**src/rtl/gate_check_pkg.sv**
```systemverilog
// Shared types and the golden truth table for the two-input, eight-output gate block checker.
package gate_check_pkg;

    typedef enum logic [1:0] {
        StIdle,
        StRun,
        StDone
    } state_t;

    localparam int unsigned NUM_VECTORS = 4;

    localparam int unsigned S1_IDX = 0;
    localparam int unsigned S2_IDX = 1;
    localparam int unsigned S3_IDX = 2;
    localparam int unsigned S4_IDX = 3;
    localparam int unsigned S5_IDX = 4;
    localparam int unsigned S6_IDX = 5;
    localparam int unsigned S7_IDX = 6;
    localparam int unsigned S8_IDX = 7;

    function automatic logic [7:0] golden(input logic a, input logic b);
        logic [7:0] s;
        s         = '0;
        s[S1_IDX] = a & b;
        s[S2_IDX] = a | b;
        s[S3_IDX] = ~a;
        s[S4_IDX] = ~(a & b);
        s[S5_IDX] = ~(a | b);
        s[S6_IDX] = a ^ b;
        s[S7_IDX] = ~(a ^ b);
        s[S8_IDX] = ~b;
        return s;
    endfunction

endpackage

```
**src/rtl/gate_vec_seq.sv**
```systemverilog
// Vector sequencer: walks {A,B} through 00..11, holding each for DWELL cycles, and
// strobes when to sample S and when the final vector has finished its dwell.
module gate_vec_seq
    import gate_check_pkg::*;
#(
    parameter int unsigned DWELL  = 50,
    parameter int unsigned SETTLE = 2,
    parameter int unsigned CNT_W  = 8
) (
    input  logic       clk,
    input  logic       rst_n,
    input  logic       launch,
    input  logic       run,
    output logic       A,
    output logic       B,
    output logic [1:0] idx,
    output logic       sample_now,
    output logic       last_vec
);

    localparam logic [CNT_W-1:0] CntLast   = CNT_W'(DWELL - 1);
    localparam logic [CNT_W-1:0] CntSample = CNT_W'(SETTLE);
    localparam logic [1:0]       IdxLast   = 2'(NUM_VECTORS - 1);

    logic [CNT_W-1:0] cnt_q, cnt_d;
    logic [1:0]       idx_q, idx_d;
    logic [1:0]       ab_q, ab_d;
    logic             dwell_end;

    assign dwell_end  = run && (cnt_q == CntLast);
    assign sample_now = run && (cnt_q == CntSample);
    assign last_vec   = dwell_end && (idx_q == IdxLast);

    always_comb begin
        cnt_d = cnt_q;
        idx_d = idx_q;
        ab_d  = ab_q;
        if (launch) begin
            cnt_d = '0;
            idx_d = '0;
            ab_d  = '0;
        end else if (run) begin
            if (dwell_end) begin
                cnt_d = '0;
                if (idx_q != IdxLast) begin
                    idx_d = idx_q + 2'd1;
                    ab_d  = idx_q + 2'd1;
                end else begin
                    // Inputs drop back to 00 while the run wraps up.
                    ab_d = '0;
                end
            end else begin
                cnt_d = cnt_q + 1'b1;
            end
        end
    end

    always_ff @(posedge clk or negedge rst_n) begin
        if (!rst_n) begin
            cnt_q <= '0;
            idx_q <= '0;
            ab_q  <= '0;
        end else begin
            cnt_q <= cnt_d;
            idx_q <= idx_d;
            ab_q  <= ab_d;
        end
    end

    assign A   = ab_q[1];
    assign B   = ab_q[0];
    assign idx = idx_q;

endmodule

```
**config.mk**
```make
export PLATFORM = sky130hd
export DESIGN_NAME = gate_vec_seq
export DESIGN_NICKNAME = d
export VERILOG_FILES = /design/src/rtl/gate_check_pkg.sv /design/src/rtl/gate_vec_seq.sv
export SDC_FILE = /design/constraint.sdc
export NUM_CORES = 1
export LEC_CHECK = 0
export BUFFER_PORTS_ARGS = -buffer_cell sky130_fd_sc_hd__buf_4
export CAP_MARGIN = 20
export CORE_MARGIN = 1.5
export CORE_UTILIZATION = 51
export DETAILED_ROUTE_END_ITERATION = 10
export PLACE_DENSITY_LB_ADDON = 0.15
export SYNTH_ARGS = -nofsm -noshare
export SYNTH_HDL_FRONTEND = slang
export SYNTH_SLANG_ARGS = --single-unit
```
**constraint.sdc**
```tcl
create_clock -name clk -period 3.7 [get_ports clk]
set_input_delay 0.185 -clock clk [delete_from_list [all_inputs] [get_ports clk]]
set_output_delay 0.185 -clock clk [all_outputs]
set_load 0.005 [all_outputs]
```
=== Word-level counts from Yosys, hierarchy flattened ===
Index checks and enable logic that the tools add are counted.

* Logic and storage cells: 28
* Input bits: 4
* Register bits: 12

* Multiplexer cells: 11
* Reductions and logical operators: 8
* Eq/ne operators: 4
* Add/subtract/negate cells: 2

{| class="wikitable"
|+ Operator list
! kind !! number
|-
| 8-bit 2-to-1 mux || 3
|-
| 2-bit 2-to-1 mux || 8
|-
| 8-bit by 1-bit adder with 8-bit output (second input constant) || 1
|-
| 8-bit by 2-bit == test with 1-bit output (second input constant) || 1
|-
| 8-bit by 6-bit == test with 1-bit output (second input constant) || 1
|-
| 2-bit nonzero test || 3
|-
| 1-bit logical AND || 3
|-
| 3-bit AND reduction || 1
|-
| 2-bit by 1-bit adder with 2-bit output (second input constant) || 1
|-
| 2-bit == test (second input constant) || 1
|-
| 2-bit != test (second input constant) || 1
|-
| 2-bit AND reduction || 1
|}

=== Longest topological paths before layout ===
Gate-level depths: netlist (run 1).

* Depth after elaboration: 5
* Gate-level depth with buffers: 5
* Gate-level depth less buffers: 5

=== Worst setup path before layout (run 1) ===
No wires, ideal clock.

* Path kind: register to register
* From: reg cnt_q[3]
* To: reg idx_q[0], in the netlist idx[0]
* Data required time: 3,623 ps
* Cell stages (with the launch flop): 5
* Setup slack: 1,892 ps
* Buffers on the path: 1
* Arrival: 1,731 ps
* Cell sequence: dfrtp_1 > or4_4 > buf_6 > or4b_4 > a21oi_1

* Longest elaborated chain between the ends: 4

{| class="wikitable"
|+ RTL lines
! item !! RTL line !! source
|-
| from (decl) || gate_vec_seq.sv:25 || <nowiki>logic [CNT_W-1:0] cnt_q, cnt_d;</nowiki>
|-
| from (signal assigned) || gate_vec_seq.sv:64 || <nowiki>cnt_q <= cnt_d;</nowiki>
|-
| 8-bit by 6-bit == test with 1-bit output || gate_vec_seq.sv:30 || <nowiki>assign dwell_end = run && (cnt_q == CntLast);</nowiki>
|-
| 1-bit logical AND || gate_vec_seq.sv:30 ||
|-
| 2-bit nonzero test (no source line) || n/a ||
|-
| 3-bit AND reduction (no source line) || n/a ||
|-
| to (signal assigned) || gate_vec_seq.sv:65 || <nowiki>idx_q <= idx_d;</nowiki>
|-
| to (decl) || gate_vec_seq.sv:26 || <nowiki>logic [1:0] idx_q, idx_d;</nowiki>
|}

Every way passes these cells.
A chain may end at the register's enable or synchronous reset.

=== Worst setup path after layout (run 1) ===
* From: reg cnt_q[2]
* To: out sample_now

* Longest elaborated chain between the ends: 2

{| class="wikitable"
|+ RTL lines
! item !! RTL line !! source
|-
| 8-bit by 2-bit == test with 1-bit output || gate_vec_seq.sv:31 || <nowiki>assign sample_now = run && (cnt_q == CntSample);</nowiki>
|-
| 1-bit logical AND || gate_vec_seq.sv:31 ||
|-
| to (decl) || gate_vec_seq.sv:17 || <nowiki>output logic sample_now,</nowiki>
|}

Every way passes these cells.

==> results.toml, run 1 <==
[hold_path]
whs_path_depth = 2
endpoint_with_the_worst_hold_slack = "cnt_q[0]"
hold_path.class = "in2reg"
holdCritStartpoint = "launch"

[placed_design]
port-buffer-count = 9
post-dp-hpwl_um = 1060
routabilityCongestion = 0.723
place_inst = 96

[worst_setup_path]
critical_path_arrival_ns = 2.03
slowest_delay_ns = 0.66
ff2ff_setup_slack_ns = 1.83
crit-reg2reg-launch = "cnt_q[2]"
worstReg2RegEnd = "idx[0]"
crit_start = "cnt_q[2]"
critical_path_required_ns = 3.51
crit_path_cell_trace = "nor4_1, nand2_1, nor4b_1, buf_4"
worst-r2r-cell-count = 3
timing.critical_path.slowest_stage_cell = "sky130_fd_sc_hd__nor4_1"
crit_type = "reg2out"
worstPathMaxFanout = 6
start_kind = "flop"
type_of_element_capturing_the_critical_path = "output pin"

[clock_network]
clkLatencyLatePin_ns = 0.27
cts_tree = "done"
clk_pin_slew_ns = 0.07
post_cts_buffers = 0
clock-sinks = 12
tritoncts.num_buffers = 3
clockBufferDepth = 2
htree_levels = 1
cts-root-buf = "sky130_fd_sc_hd__clkbuf_4"

[timing]
totalNegativeSetupSlack_ns = 0
drv_slew = 0
final.min_clock_period_ns = 2.22
worstMarginPinSlew_ns = 0.710
worst_hold_slack_ns = 0.186
slew_headroom_pct = 52.2
min_period_over_period_pct = 59.9
timing.final.hold_violations = 0
rsz0062_at_grt = "false"
timing.fmax_mhz = 451
setup_viol_count_final = 0
finClkSkew_ns = 0.00331

[floorplan]
core_area_um2 = 1320
placementRows = 13
number_of_ports_placed_on_the_die_boundary = 10
die_w_um = 40.8
initial_utilization_pct = 55.2
fp.dieArea_um2 = 1660
die_h_um = 40.8

[yosys]
netlist-cell-type-count = 34
netlist.area_leader.share_pct = 41.3
leading_post_synthesis_cells_by_cell_area = "sky130_fd_sc_hd__dfrtp_1 41%, sky130_fd_sc_hd__ha_1 6.9%, sky130_fd_sc_hd__a21oi_1 5.5%, sky130_fd_sc_hd__o21ai_0 4.1%, sky130_fd_sc_hd__nand2b_1 3.4%"
yosys_warnings = 0
netlist_instances = 77
synthesis.area_um2 = 727
synth_enable_flop_cells = 0
synth_area_leader_cell = "sky130_fd_sc_hd__dfrtp_1"
syn_area_per_cell_um2 = 9.44
synth.yosys.seq_area_share_pct = 41.3
ys_seq_elements = 12
synth.net_count = 85
synth_top_flop_cell = "sky130_fd_sc_hd__dfrtp_1"
post_synthesis_async_set_or_reset_flop_share_pct = 100

[drt]
finalWirelength_um = 1570
avgRoutedWirePerCell_um = 15.7
met2WireLength_um = 690
met1Wirelength_um = 794
dr.first_iter.drc_count = 12
avgViaCountPerCell = 6.14
drtAntennaViolNets = 0
drcViolationCount = 0
detail_route.first_pass.iterations = 4
via_count = 614
highest-signal-layer = "met4"
routed-wl-met3_um = 64

[pwr]
cell_internal_pwr_uw = 180
seq_power_share_pct = 57.4
netSwitchingPower_uw = 60.9
power_frac_comb_pct = 9.1
power.share.switching_pct = 25.3
clkPwrFrac_pct = 33.5
power_leakage_nw = 0.344
irDropWorstVdd_mv = 0.166
pwr_density_cell_nw_per_um2 = 295
power.total_uw = 241

[global_route]
grt_remaining_overflow = 0
grt_use_total_pct = 22.1
grt_pass1_wl_um = 2300
grt_pass1_vias = 523
grt_antenna_before_repair = 0
grt_max_degree = 16

[layout]
syn2layout_area_growth_pct = 12.4
layout.nets = 95
antenna_cells_inserted = 0
final_layout_size_suffix_gt1_share_pct = 18.8
final_cells = 100
final_cell_mix = "12 x sky130_fd_sc_hd__dfrtp_1, 9 x sky130_fd_sc_hd__buf_4, 8 x sky130_fd_sc_hd__a21oi_1"
layout.cells.most_common = "sky130_fd_sc_hd__dfrtp_1"

[outcome]
outcome = "completed"

[flow_run]
max-cap-violations = 0
[stage by stage]
stage | area, µm² | utilization [%] | setup slack [ns]
floorplan | 727 | - | 1.89
global placement | 785 | 59.5 | 1.89
detailed placement | 785 | 59.5 | 1.82
CTS | 817 | 62.0 | 1.52
global route | 817 | 62.0 | 1.38
finish | 817 | 62.0 | 1.48
[metal layers]
metal,GRT usage (%),vias up
met5,0,-
met3,4.89,4
li1,-,303
met1,29.3,296
met2,34.1,11
met4,10.0,0
[flip-flops by register name, summed over array words and instances, names as in the netlist]
register	count
ab_q	2
idx	2
cnt_q	8
[power by group through the flow]
stage | logic (mW) | clock network, mW | registers, mW
2_1_floorplan | 0.0146 | 0 | 0.138
3_3_place_gp | 0.0206 | 0 | 0.141
3_5_place_dp | 0.0211 | 0 | 0.141
4_1_cts | 0.0221 | 0.0810 | 0.138
5_1_grt | 0.0249 | 0.0864 | 0.139
6_report | 0.0219 | 0.0808 | 0.138
[timing repair]
item / CTS / global route
resized for setup: 0 / 0
endpoints found under the setup margin: 0 / 0
hold buffers: 1 / 0
endpoints found under the hold margin: 12 / 0
[logic make-up (layout without fill, tap and decap cells)]
| kind of cell | Yosys count | count (layout) | share of synthesized area (%) |
|---|---|---|---|
| mux | 1 | 1 | 1.38 |
| flops | 12 | 12 | 41.3 |
| buf+inv | 8 | 16 | 5.51 |
| fa+ha+maj | 4 | 4 | 6.88 |
| xor+xnor | 2 | 2 | 2.41 |
| compound gates | 22 | 22 | 18.2 |
| simple gates | 28 | 28 | 24.3 |
[critical path, delay by kind of cell, from the launching register on]
family,cells,cell delay (ns)
buffers and inverters,1,0.18
and+or+nand+nor,3,1.14
DFF,1,0.45
[cells in the mapped netlist, types with 2 or more instances]
| cell type | number |
|---|---|
| sky130_fd_sc_hd__dfrtp_1 | 12 |
| sky130_fd_sc_hd__a21oi_1 | 8 |
| sky130_fd_sc_hd__o21ai_0 | 6 |
| sky130_fd_sc_hd__ha_1 | 4 |
| sky130_fd_sc_hd__nand2_1 | 4 |
| sky130_fd_sc_hd__nand2b_1 | 4 |
| sky130_fd_sc_hd__inv_1 | 3 |
| sky130_fd_sc_hd__nand3_1 | 3 |
| sky130_fd_sc_hd__nor2_1 | 3 |
| sky130_fd_sc_hd__buf_2 | 2 |
| sky130_fd_sc_hd__clkbuf_1 | 2 |
| sky130_fd_sc_hd__nand4_1 | 2 |
| sky130_fd_sc_hd__o31ai_1 | 2 |
| sky130_fd_sc_hd__xor2_1 | 2 |
[how the worst max path moves through the flow]
stage                     slack, ns    endpoint
final                          1.48  sample_now
after global placement         1.89      idx[0]
after CTS                      1.52  sample_now
after global routing           1.38  sample_now
after floorplan                1.89      idx[0]
after detailed placement       1.82  sample_now
[layout make-up]
type	count	area [µm²]
clock buffers	3	22.5
multi-input cells	57	387
well taps	15	18.8
inverters	3	11.3
repair buffers	10	77.6
flip-flops and latches	12	300
fillers	113	500
No activity file was read; power rests on OpenSTA's default activity.
==> inputs of run 2 (changes only) <==
Clock period 3.7 ns to 2.3 ns, I/O delays scaled along.
==> run 2 against run 1 <==
Sequential power up 62%. Largest power group unchanged. Sequential cell count unchanged. Highest routed layer unchanged. Final cell count up 1.0%. Sequential share of layout area down 0.33 points.
==> results.toml, run 2 (same netlist as run 1, synthesis figures left out) <==
[global_route]
grt_max_degree = 16
grt_use_total_pct = 23.7
grt_pass1_wl_um = 2520
grt_pass1_vias = 574
grt_antenna_before_repair = 0
grt_remaining_overflow = 0

[drt]
avgViaCountPerCell = 6.42
drtAntennaViolNets = 0
dr.first_iter.drc_count = 9
drcViolationCount = 0
avgRoutedWirePerCell_um = 15.6
detail_route.first_pass.iterations = 4
via_count = 648
finalWirelength_um = 1580

[layout]
final_cell_mix = "12 x sky130_fd_sc_hd__dfrtp_1, 10 x sky130_fd_sc_hd__buf_4, 8 x sky130_fd_sc_hd__a21oi_1"
final_cells = 101
syn2layout_area_growth_pct = 13.4
largest_register_ffs = 8
fill_cells = 120
layout.cells.most_common = "sky130_fd_sc_hd__dfrtp_1"
fin_area_um2 = 825
registers.top_by_ff_count = "cnt_q"
area_of_the_multi_input_gates_um2 = 387
seq_area_um2 = 300
final_layout_size_suffix_gt1_share_pct = 19.8
antenna_cells_inserted = 0
layout.nets = 96

[timing]
slew_headroom_pct = 78.6
rsz0062_at_grt = "false"
min_period_over_period_pct = 82.3
drv_slew = 0
timing.final.hold_violations = 0
setup_viol_count_final = 0
finClkSkew_ns = 0.00261
final.min_clock_period_ns = 1.89
totalNegativeSetupSlack_ns = 0
timing.fmax_mhz = 528
worstMarginPinSlew_ns = 0.317

[placed_design]
routabilityCongestion = 0.707
placement.cell_area_um2 = 792
post-dp-hpwl_um = 1090
place_inst = 97
port-buffer-count = 9

[pwr]
netSwitchingPower_uw = 101
pwr_density_cell_nw_per_um2 = 474
clkPwrFrac_pct = 34.0
seq_power_share_pct = 56.9
power.share.switching_pct = 25.9
cell_internal_pwr_uw = 290
power_frac_comb_pct = 9.1
power_leakage_nw = 0.348
irDropWorstVdd_mv = 0.286

[clock_network]
post_cts_buffers = 0
tritoncts.num_buffers = 3
clk_pin_slew_ns = 0.08
clock-sinks = 12
clockBufferDepth = 2
cts_tree = "done"
clkLatencyLatePin_ns = 0.27
cts-root-buf = "sky130_fd_sc_hd__clkbuf_4"
htree_levels = 1
ctsResizeCount = 0

[worst_setup_path]
crit_type = "reg2out"
type_of_element_capturing_the_critical_path = "output pin"
critical_path_required_ns = 2.18
worstPathMaxFanout = 6
critical_path_arrival_ns = 1.78
start_kind = "flop"

[floorplan]
number_of_ports_placed_on_the_die_boundary = 10
die_w_um = 40.8
initial_utilization_pct = 55.2
fp.dieArea_um2 = 1660
die_h_um = 40.8
placementRows = 13
core_area_um2 = 1320

[flow_run]
max-cap-violations = 0

[outcome]
outcome = "completed"

[hold_path]
hold_path.class = "in2reg"
## run 2: layer usage
| layer | track usage (%) | share of wire, % | vias up | routed length [µm] |
|---|---|---|---|---|
| met2 | 36.5 | 46 | 13 | 723 |
| met4 | 12.5 | 2.1 | 0 | 33 |
| met5 | 0 | 0 | - | 0 |
| li1 | - | - | 308 | - |
| met1 | 31.9 | 49 | 323 | 765 |
| met3 | 3.26 | 3.4 | 4 | 54 |
## run 2: metrics by stage
step	utilization [%]	power (mW)	hold slack (ns)	setup slack, ns
6_report	62.6	0.391	0.116	0.406
5_1_grt	62.6	0.407	0.115	0.335
4_1_cts	62.6	0.393	0.109	0.394
3_5_place_dp	60.1	0.261	-0.0339	0.475
3_3_place_gp	60.1	0.260	-0.0381	0.512
2_1_floorplan	-	0.246	-0.181	0.492
## run 2: repair_timing
item / 4_1_cts / 5_1_grt
hold endpoints to repair: 12 / 0
endpoints found under the setup margin: 0 / 0
hold buffers: 1 / 0
## run 2: final cells by class
cell class	count	area share [%]
clock buffers	3	2.73
inverters	3	1.37
multi-input cells	57	46.9
flip-flops and latches	12	36.4
well taps	15	2.28
repair buffers	11	10.3
## run 2: path summary, 6_finish.rpt
path | startpoint | to | slack, ns | cells after the start
max reg2reg | cnt_q[3] | idx[0] | 0.46 | 3
max in group asynchronous | rst_n | cnt_q[6] | 1.92 | 2
min reg2reg | ab_q[1] | ab_q[1] | 0.56 | 2
max | cnt_q[2] | sample_now | 0.41 | 5
min | launch | cnt_q[0] | 0.12 | 2
min in group asynchronous | rst_n | cnt_q[7] | 0.22 | 2
## run 2: critical path: stages, from the launching register on
cell                      delay [ns]
sky130_fd_sc_hd__dfrtp_1        0.44
sky130_fd_sc_hd__nor4_1         0.34
sky130_fd_sc_hd__buf_4          0.20
sky130_fd_sc_hd__nand2_1        0.05
sky130_fd_sc_hd__nor4b_1        0.29
sky130_fd_sc_hd__buf_4          0.17
## run 2: power groups by stage
stage | sequential, mW | clock (mW) | combinational (mW)
after floorplan | 0.222 | 0 | 0.0234
after global placement | 0.226 | 0 | 0.0332
after detailed placement | 0.227 | 0 | 0.0340
after CTS | 0.222 | 0.135 | 0.0358
after global routing | 0.224 | 0.143 | 0.0408
final | 0.223 | 0.133 | 0.0355
